==> config.mk <==
export PLATFORM = sky130hd
export DESIGN_NAME = ahb_sram_bridge
export DESIGN_NICKNAME = d
export VERILOG_FILES = /design/src/rtl/ahb_sram_bridge.sv
export SDC_FILE = /design/constraint.sdc
export NUM_CORES = 1
export LEC_CHECK = 0
export CAP_MARGIN = 20
export CORE_MARGIN = 4
export CORE_UTILIZATION = 30
export DETAILED_ROUTE_END_ITERATION = 8
export PLACE_DENSITY = 0.65
export SLEW_MARGIN = 20
export SYNTH_ARGS = -nofsm -noshare
export SYNTH_HDL_FRONTEND = slang
export SYNTH_SLANG_ARGS = --single-unit
==> constraint.sdc <==
create_clock -name HCLK -period 5.3 [get_ports HCLK]
set_clock_uncertainty 0.05 [all_clocks]
set_input_delay 0.795 -clock HCLK [delete_from_list [all_inputs] [get_ports HCLK]]
set_output_delay 0.795 -clock HCLK [all_outputs]
set_load 0.02 [all_outputs]
==> src/rtl/ahb_sram_bridge.sv <==
// rtl/ahb_sram_bridge.sv - AHB-Lite slave in front of a single-port synchronous SRAM
// Zero-wait reads/writes, byte-lane writes, one-entry posted write buffer with read forwarding.
module ahb_sram_bridge #(
  parameter int DATA_W = 32,
  parameter int MEM_AW = 16,
  parameter int ADDR_W = 32
) (
  input  logic                HCLK,
  input  logic                HRESETn,
  input  logic                HSEL,
  input  logic [ADDR_W-1:0]   HADDR,
  input  logic                HWRITE,
  input  logic [1:0]          HTRANS,
  input  logic [2:0]          HSIZE,
  input  logic [2:0]          HBURST,
  input  logic [DATA_W-1:0]   HWDATA,
  input  logic                HREADYIN,
  output logic                HREADYOUT,
  output logic [1:0]          HRESP,
  output logic [DATA_W-1:0]   HRDATA,
  output logic                mem_en,
  output logic                mem_we,
  output logic [DATA_W/8-1:0] mem_be,
  output logic [MEM_AW-1:0]   mem_addr,
  output logic [DATA_W-1:0]   mem_wdata,
  input  logic [DATA_W-1:0]   mem_rdata
);

  localparam int NB = DATA_W / 8;
  localparam int LB = $clog2(NB);

  typedef enum logic [1:0] {RESP_OK, RESP_ERR1, RESP_ERR2} resp_t;
  typedef enum logic [1:0] {BUF_EMPTY, BUF_PEND, BUF_FULL} buf_t;

  resp_t             resp_q, resp_d;
  buf_t              buf_q, buf_d;
  logic [MEM_AW-1:0] buf_addr;
  logic [NB-1:0]     buf_be;
  logic [DATA_W-1:0] buf_data;
  logic              rd_dp;
  logic [MEM_AW-1:0] rd_addr;
  logic [DATA_W-1:0] rdata_q;
  logic [DATA_W-1:0] merged;
  logic [NB-1:0]     lane_be;
  logic [MEM_AW-1:0] word_addr;
  logic              accept, illegal, misalign, out_of_range;
  logic              rd_acc, wr_acc, commit, load_buf, capture_buf, fwd;
  logic              unused_bits;

  assign unused_bits = ^HBURST;
  assign word_addr   = HADDR[LB +: MEM_AW];

  generate
    if (LB + MEM_AW < ADDR_W) begin : g_range
      assign out_of_range = |HADDR[ADDR_W-1:LB+MEM_AW];
    end else begin : g_no_range
      assign out_of_range = 1'b0;
    end
  endgenerate

  always_comb begin
    misalign = 1'b0;
    case (HSIZE)
      3'd1:    misalign = HADDR[0];
      3'd2:    misalign = |HADDR[1:0];
      3'd3:    misalign = |HADDR[2:0];
      default: misalign = 1'b0;
    endcase
  end

  assign illegal = ({29'd0, HSIZE} > 32'(LB)) | misalign | out_of_range;
  // The bus is stalled by us during ERR1, so nothing can be accepted then.
  assign accept  = HSEL & HREADYIN & HTRANS[1] & (resp_q != RESP_ERR1);
  assign rd_acc  = accept & ~illegal & ~HWRITE;
  assign wr_acc  = accept & ~illegal & HWRITE;
  assign commit  = ~rd_acc & (buf_q != BUF_EMPTY);

  always_comb begin
    lane_be = '0;
    for (int i = 0; i < NB; i++) begin
      lane_be[i] = (i >= int'(HADDR[LB-1:0])) && (i < int'(HADDR[LB-1:0]) + (1 << HSIZE));
    end
  end

  always_comb begin
    resp_d      = resp_q;
    buf_d       = buf_q;
    mem_en      = 1'b0;
    mem_we      = 1'b0;
    mem_be      = '0;
    mem_addr    = word_addr;
    mem_wdata   = buf_data;
    load_buf    = 1'b0;
    capture_buf = 1'b0;

    if (resp_q == RESP_ERR1) resp_d = RESP_ERR2;
    else if (accept && illegal) resp_d = RESP_ERR1;
    else resp_d = RESP_OK;

    // PEND still has its data on HWDATA this cycle; FULL already holds it.
    if (commit) begin
      mem_en    = 1'b1;
      mem_we    = 1'b1;
      mem_be    = buf_be;
      mem_addr  = buf_addr;
      mem_wdata = (buf_q == BUF_FULL) ? buf_data : HWDATA;
      buf_d     = BUF_EMPTY;
    end

    if (rd_acc) begin
      mem_en = 1'b1;
      if (buf_q == BUF_PEND) begin
        capture_buf = 1'b1;
        buf_d       = BUF_FULL;
      end
    end else if (wr_acc) begin
      load_buf = 1'b1;
      buf_d    = BUF_PEND;
    end
  end

  assign fwd = rd_dp && (buf_q == BUF_FULL) && (buf_addr == rd_addr);

  always_comb begin
    merged = mem_rdata;
    for (int i = 0; i < NB; i++) begin
      if (fwd && buf_be[i]) merged[8*i +: 8] = buf_data[8*i +: 8];
    end
  end

  always_ff @(posedge HCLK or negedge HRESETn) begin
    if (!HRESETn) begin
      resp_q   <= RESP_OK;
      buf_q    <= BUF_EMPTY;
      buf_addr <= '0;
      buf_be   <= '0;
      buf_data <= '0;
      rd_dp    <= 1'b0;
      rd_addr  <= '0;
      rdata_q  <= '0;
    end else begin
      resp_q <= resp_d;
      buf_q  <= buf_d;
      rd_dp  <= rd_acc;
      if (load_buf) begin
        buf_addr <= word_addr;
        buf_be   <= lane_be;
      end
      if (capture_buf) buf_data <= HWDATA;
      if (rd_acc) rd_addr <= word_addr;
      if (rd_dp) rdata_q <= merged;
    end
  end

  assign HRDATA    = rd_dp ? merged : rdata_q;
  assign HREADYOUT = (resp_q != RESP_ERR1);
  assign HRESP     = (resp_q == RESP_OK) ? 2'b00 : 2'b01;

endmodule

==> summary.txt, run 1 <==
Timing
  – Worst Tran Pin Value: 0.924 ns
  – Fmax: 215 MHz
  – Number of max-slew violations in the final report: 0
  – Slew headroom: 0.383
  – Min Tclk post-route: 4.64 ns
  – Final hold slack: 0.413 ns
  – TNS Setup: 0 ns
  – Final Hold Viols: 0
  – RSZ-0062 raised after global routing: false
  – # setup viols final: 0
  – Final period util: 0.876

Global routing
  – Largest net degree at the start of global routing: 97
  – Initial antenna violation count: 0
  – Number of global-route vias before repair: 4720
  – Tot GR Track Use: 0.149
  – Overflow left after global routing: 0
  – First-pass GRT wire length: 25.6 mm

Yosys
  – Primary FF master, synth: dfrtp_1
  – Post-synth top area cell: dfrtp_1
  – Synth top area cells: dfrtp_1, mux2_2, mux2_4
  – Yosys warns: 0
  – Syn_area_per_cell: 12.1 sq um
  – Post-synth EDFFs: 0
  – Post-synth top area share: 0.464
  – Mapped Cells: 469
  – Synthesis-stage register bit count: 105
  – Syn_nets: 581
  – Syn Std Cell Area: 5670 sq um
  – Ys async rst share: 1.00
  – Synth cell types: 45
  – Sequential share of the synthesized area: 0.464

Cells and area
  – Fillers: 1745
  – Post-Layout Cell Count: 882
  – Post-Route Utilization: 0.429
  – Nets: 755
  – Share of layout cells above drive strength 1: 0.218
  – Register Area: 2630 sq um
  – Area of the multi-input gates: 2730 sq um
  – Area growth from synthesis to layout: 41.1%
  – Antenna Cells: 0

Setup path
  – Startpoint types: primary input
  – Critical path class: in -> out
  – Crit end category: primary output
  – CP Data Arrival Time: 3.80 ns
  – Critical Path RT: 4.45 ns
  – FF-to-FF Start: buf_addr[0]
  – Reg2reg path depth: 5
  – Worst R2R End: rdata_q[14]
  – R2R setup slack: 2.63 ns
  – CP max FO: 21

Clocking
  – H-tree depth: 3
  – Cts repair resizes: 0
  – Clock transition at path regs: 0.07 ns
  – Hold_buf cts: 0
  – Clk Latency, worst-skew pair: 0.35 ns
  – CTS buffer count: 9
  – Clock Root Buffer: clkbuf_16
  – CTS tree: yes
  – Clock Path Buffers: 2
  – Post-CTS Setup Bufs: 0
  – Num Clock Sinks: 105

Placement
  – Placed insts: 866
  – Placer Congestion: 0.788
  – DPL Wire Length: 11.7 mm
  – Port bufs: 192

Run status
  – Outcome: finished clean

Floorplanning
  – Boundary Pins: 198
  – Starting density of the core: 0.304
  – Die Wd: 145 um
  – Die height: 145 um
  – Row cnt: 50
  – Core area: 18600 sq um
  – Die footprint: 21200 sq um

Run
  – Max-Cap Viols: 0

Hold path
  – HP Class: in -> async

Routing
  – Drt first pass iters: 4
  – Routed Antenna Nets: 0
  – Initial drt markers: 122
  – Vias per Instance: 4.86
  – Routed WL per cell: 17.8 um
  – Vias: 4286
  – Drc violations: 0
  – Drt total wl: 15.7 mm

Pwr
  – Power per Cell Area: 196 nW/um^2
  – Peak supply drop: 0.145 mV
  – Leak Pwr: 0.00367 uW
[sequential cells by signal, indices dropped and copies added, names as in the netlist]
name / count
rdata_q: 32
buf_data: 32
resp_q: 2
buf_be: 4
buf_q: 2
rd_dp: 1
buf_addr: 16
rd_addr: 16
[cells in the final DEF, fill, tap and decap left out, types with 5 or more instances in the layout]
cell | synthesis | final
o211ai_1 | 40 | 40
dfrtp_1 | 105 | 104
mux2_1 | 10 | 10
or2_2 | 5 | 5
xor2_1 | 15 | 15
mux2_2 | 75 | 75
nand2b_1 | 10 | 10
clkbuf_16 | 0 | 9
nand3_2 | 4 | 5
nor2_1 | 5 | 5
mux2_4 | 30 | 30
o221ai_1 | 24 | 24
nand2_1 | 34 | 34
inv_1 | 30 | 30
clkdlybuf4s50_1 | 0 | 191
nor3_1 | 6 | 6
[routing by layer]
| layer | share of wire | vias up | GRT usage | routed length [um] |
|---|---|---|---|---|
| li1 | - | 2046 | - | - |
| met1 | 0.44 | 2103 | 0.184 | 6860 |
| met2 | 0.50 | 123 | 0.258 | 7840 |
| met3 | 0.055 | 14 | 0.0433 | 867 |
| met4 | 0.010 | 0 | 0.0347 | 163 |
| met5 | 0 | - | 0 | 0 |
[area by class of cell]
class,instances,area share
clock buffer,12,0.0296
clock inverter,4,0.00376
inverter,30,0.0141
multi-input combinational,301,0.342
sequential,105,0.329
tap,234,0.0366
timing repair buffer,196,0.245
[worst max-delay path: stages]
cell             delay [ns]
clkdlybuf4s50_1        0.39
or4_1                  0.51
a21oi_1                0.17
nand4_1                0.26
o21ai_4                0.51
buf_12                 0.24
mux2_2                 0.35
clkdlybuf4s50_1        0.54
[through the flow]
stage	total power, uW	worst slack (ns)	instance area (sq um)
floorplan	847	1.96	5670
global placement	966	0.650	7730
detailed placement	969	0.604	7730
CTS	1600	0.616	8000
global route	1640	0.496	8000
finish	1570	0.658	8000
[how the worst max path moves through the flow]
stage	cells after the start	startpoint	endpoint	slack [ns]
global placement	8	HADDR[19]	mem_wdata[14]	0.65
floorplan	6	HADDR[19]	mem_wdata[6]	1.96
finish	8	HADDR[19]	mem_wdata[19]	0.66
detailed placement	8	HADDR[19]	mem_wdata[1]	0.60
global route	8	HADDR[19]	mem_wdata[15]	0.50
CTS	8	HADDR[19]	mem_wdata[18]	0.62
[power breakdown]
part	internal (uW)	switching [uW]	total (uW)	leakage (uW)
sequential	801	0.241	802	0.00129
clock	320	296	616	0.000127
combinational	90.6	59.5	150	0.00225
[logic make-up after synthesis]
logic type      count (synthesis)  synth area share
other cells                     1          0.000662
xor+xnor                       16            0.0247
simple gates                   88            0.0905
mux                           117             0.252
buf+inv                        63            0.0563
flops                         105             0.464
fa+ha+maj                       3           0.00795
compound gates                 76             0.104
[synth_stat cells (2+ instances only)]
library cell    n
nand2b_1       10
buf_4           4
inv_1          30
and2_1          4
nor2_1          5
mux2_1         10
buf_6           9
nand3_1         3
nor3_1          6
mux2_2         75
nand3_2         4
o211ai_1       40
xor2_1         15
or2_2           5
dfrtp_1       105
mux2_4         30
mux2i_1         2
o221ai_1       24
nand2_1        34
nor2b_1         3
clkbuf_1       19
nor4_1          4
and3_1          2
a21oi_1         4
ha_1            2
Power figures use the tool's default switching activity.
==> run 2, diff against run 1 <==
--- a/config.mk
+++ b/config.mk
@@ -6,10 +6,12 @@
 export NUM_CORES = 1
 export LEC_CHECK = 0
 export CAP_MARGIN = 20
+export CELL_PAD_IN_SITES_DETAIL_PLACEMENT = 0
+export CELL_PAD_IN_SITES_GLOBAL_PLACEMENT = 1
 export CORE_MARGIN = 4
 export CORE_UTILIZATION = 30
 export DETAILED_ROUTE_END_ITERATION = 8
-export PLACE_DENSITY = 0.65
+export PLACE_DENSITY = 0.78
 export SLEW_MARGIN = 20
 export SYNTH_ARGS = -nofsm -noshare
 export SYNTH_HDL_FRONTEND = slang
==> run 2 against run 1 <==
  * Register-to-register slack better by 0.05 ns
  * Power increased by 4.3%
  * Sequential share of layout area decreased by 0.18 points
  * Critical endpoint is now mem_wdata[2]
  * Highest routed layer unchanged
==> summary.txt, run 2 (synthesis gave the netlist of run 1 again) <==
Timing
  – # setup viols final: 0
  – Number of max-slew violations in the final report: 0
  – Final worst slack: 0.646 ns
  – Min Tclk post-route: 4.65 ns
  – Slew headroom: 0.392
  – Fmax: 215 MHz
  – RSZ-0062 raised after global routing: false
  – Final period util: 0.878
  – TNS Setup: 0 ns
  – Final Hold Viols: 0
  – Worst Tran Pin Value: 0.910 ns

Setup path
  – Reg2reg path depth: 6
  – Critical Path RT: 4.45 ns
  – R2R setup slack: 2.68 ns
  – Startpoint types: primary input
  – Worst R2R End: rdata_q[13]
  – FF-to-FF Start: buf_addr[0]
  – Critical path capture point: mem_wdata[2]
  – Crit end category: primary output
  – CP max FO: 20
  – Critical path class: in -> out
  – Crit. Startpoint: HADDR[19]
  – CP Data Arrival Time: 3.81 ns

Routing
  – Drt total wl: 15.8 mm
  – Vias: 4314
  – Drc violations: 0
  – Routed Antenna Nets: 0
  – Vias per Instance: 4.89
  – Drt first pass iters: 5
  – Routed WL per cell: 17.8 um
  – Initial drt markers: 105

Floorplanning
  – Boundary Pins: 198
  – Row cnt: 50
  – Die footprint: 21200 sq um
  – Die height: 145 um
  – Die Wd: 145 um
  – Core area: 18600 sq um
  – Starting density of the core: 0.304

Clocking
  – H-tree depth: 3
  – Num Clock Sinks: 105
  – CTS buffer count: 9
  – Hold_buf cts: 0
  – Clk Latency, worst-skew pair: 0.35 ns
  – Clock Path Buffers: 2
  – Clock Root Buffer: clkbuf_16
  – CTS tree: yes
  – Post-CTS Setup Bufs: 0
  – Clock transition at path regs: 0.07 ns
  – Cts repair resizes: 0

Cells and area
  – Top Registers: buf_data x32, rdata_q x32
  – Most frequent cells in the layout: clkdlybuf4s50_1, dfrtp_1, mux2_2
  – Nets: 756
  – Post-Layout Cell Count: 883
  – Share of layout cells above drive strength 1: 0.223
  – Area growth from synthesis to layout: 41.9%
  – Antenna Cells: 0
  – Most common cell after layout, fill and taps aside: clkdlybuf4s50_1

Global routing
  – Number of global-route vias before repair: 4625
  – Initial antenna violation count: 0
  – First-pass GRT wire length: 25.2 mm
  – Largest net degree at the start of global routing: 97
  – Overflow left after global routing: 0
  – Tot GR Track Use: 0.147

Run status
  – Outcome: finished clean

Placement
  – DPL Wire Length: 11.7 mm
  – Port bufs: 192
  – Pre-CTS setup slack: 0.606 ns
  – Placer Congestion: 0.829
  – Placed insts: 867

Hold path
  – HP Class: reg -> reg

Pwr
  – Leak Pwr: 0.00369 uW
  – Peak supply drop: 0.146 mV
  – Power per Cell Area: 203 nW/um^2
  – Pwr Total: 1640 uW

Run
  – Max-Cap Viols: 0
run 2: changes by cell type in the layout (fill, tap and decap cells not counted):
cell / before / now
clkbuf_1: 3 / 0
inv_6: 0 / 2
buf_4: 4 / 5
bufinv_16: 0 / 1
run 2: worst min path at each step:
stage / from / end / slack [ns] / depth (start not counted)
global placement: resp_q[1] / resp_q[1] / 0.40 / 1
floorplan: resp_q[1] / resp_q[1] / 0.39 / 1
finish: resp_q[1] / resp_q[1] / 0.42 / 1
CTS: resp_q[1] / resp_q[1] / 0.42 / 1
global route: resp_q[1] / resp_q[1] / 0.45 / 1
detailed placement: resp_q[1] / resp_q[1] / 0.41 / 1
run 2: area by class of cell:
cell class | count | area [sq um]
Clock buffer | 9 | 225
Inverter | 30 | 113
Sequential cell | 105 | 2630
Tap cell | 234 | 293
Fill cell | 1730 | 10600
Timing Repair Buffer | 197 | 1970
Clock inverter | 7 | 77.6
Multi-Input combinational cell | 301 | 2730
run 2: metrics by stage:
step,hold WS [ns],utilization,cell area (sq um)
after floorplan,0.386,-,5670
after global placement,0.403,0.415,7740
after detailed placement,0.408,0.415,7740
after CTS,0.418,0.431,8040
after global routing,0.446,0.431,8040
final,0.416,0.431,8040
run 2: worst max-delay path, stage by stage:
cell             delay [ns]
clkdlybuf4s50_1        0.39
or4_1                  0.52
a21oi_1                0.16
nand4_1                0.26
o21ai_4                0.53
buf_12                 0.25
mux2_2                 0.35
clkdlybuf4s50_1        0.55
run 2: where the power goes:
part | internal, uW | switching, uW | leakage (uW)
combinational | 90.7 | 59.5 | 0.00226
sequential | 801 | 0.214 | 0.00129
clock | 371 | 313 | 0.000146
run 2: layer usage:
metal,share of wire,up-vias,wire (um),GRT usage
li1,-,2049,-,-
met1,0.44,2122,6880,0.181
met2,0.48,132,7550,0.244
met3,0.075,11,1180,0.0589
met4,0.0093,0,146,0.0332
met5,0,-,0,0
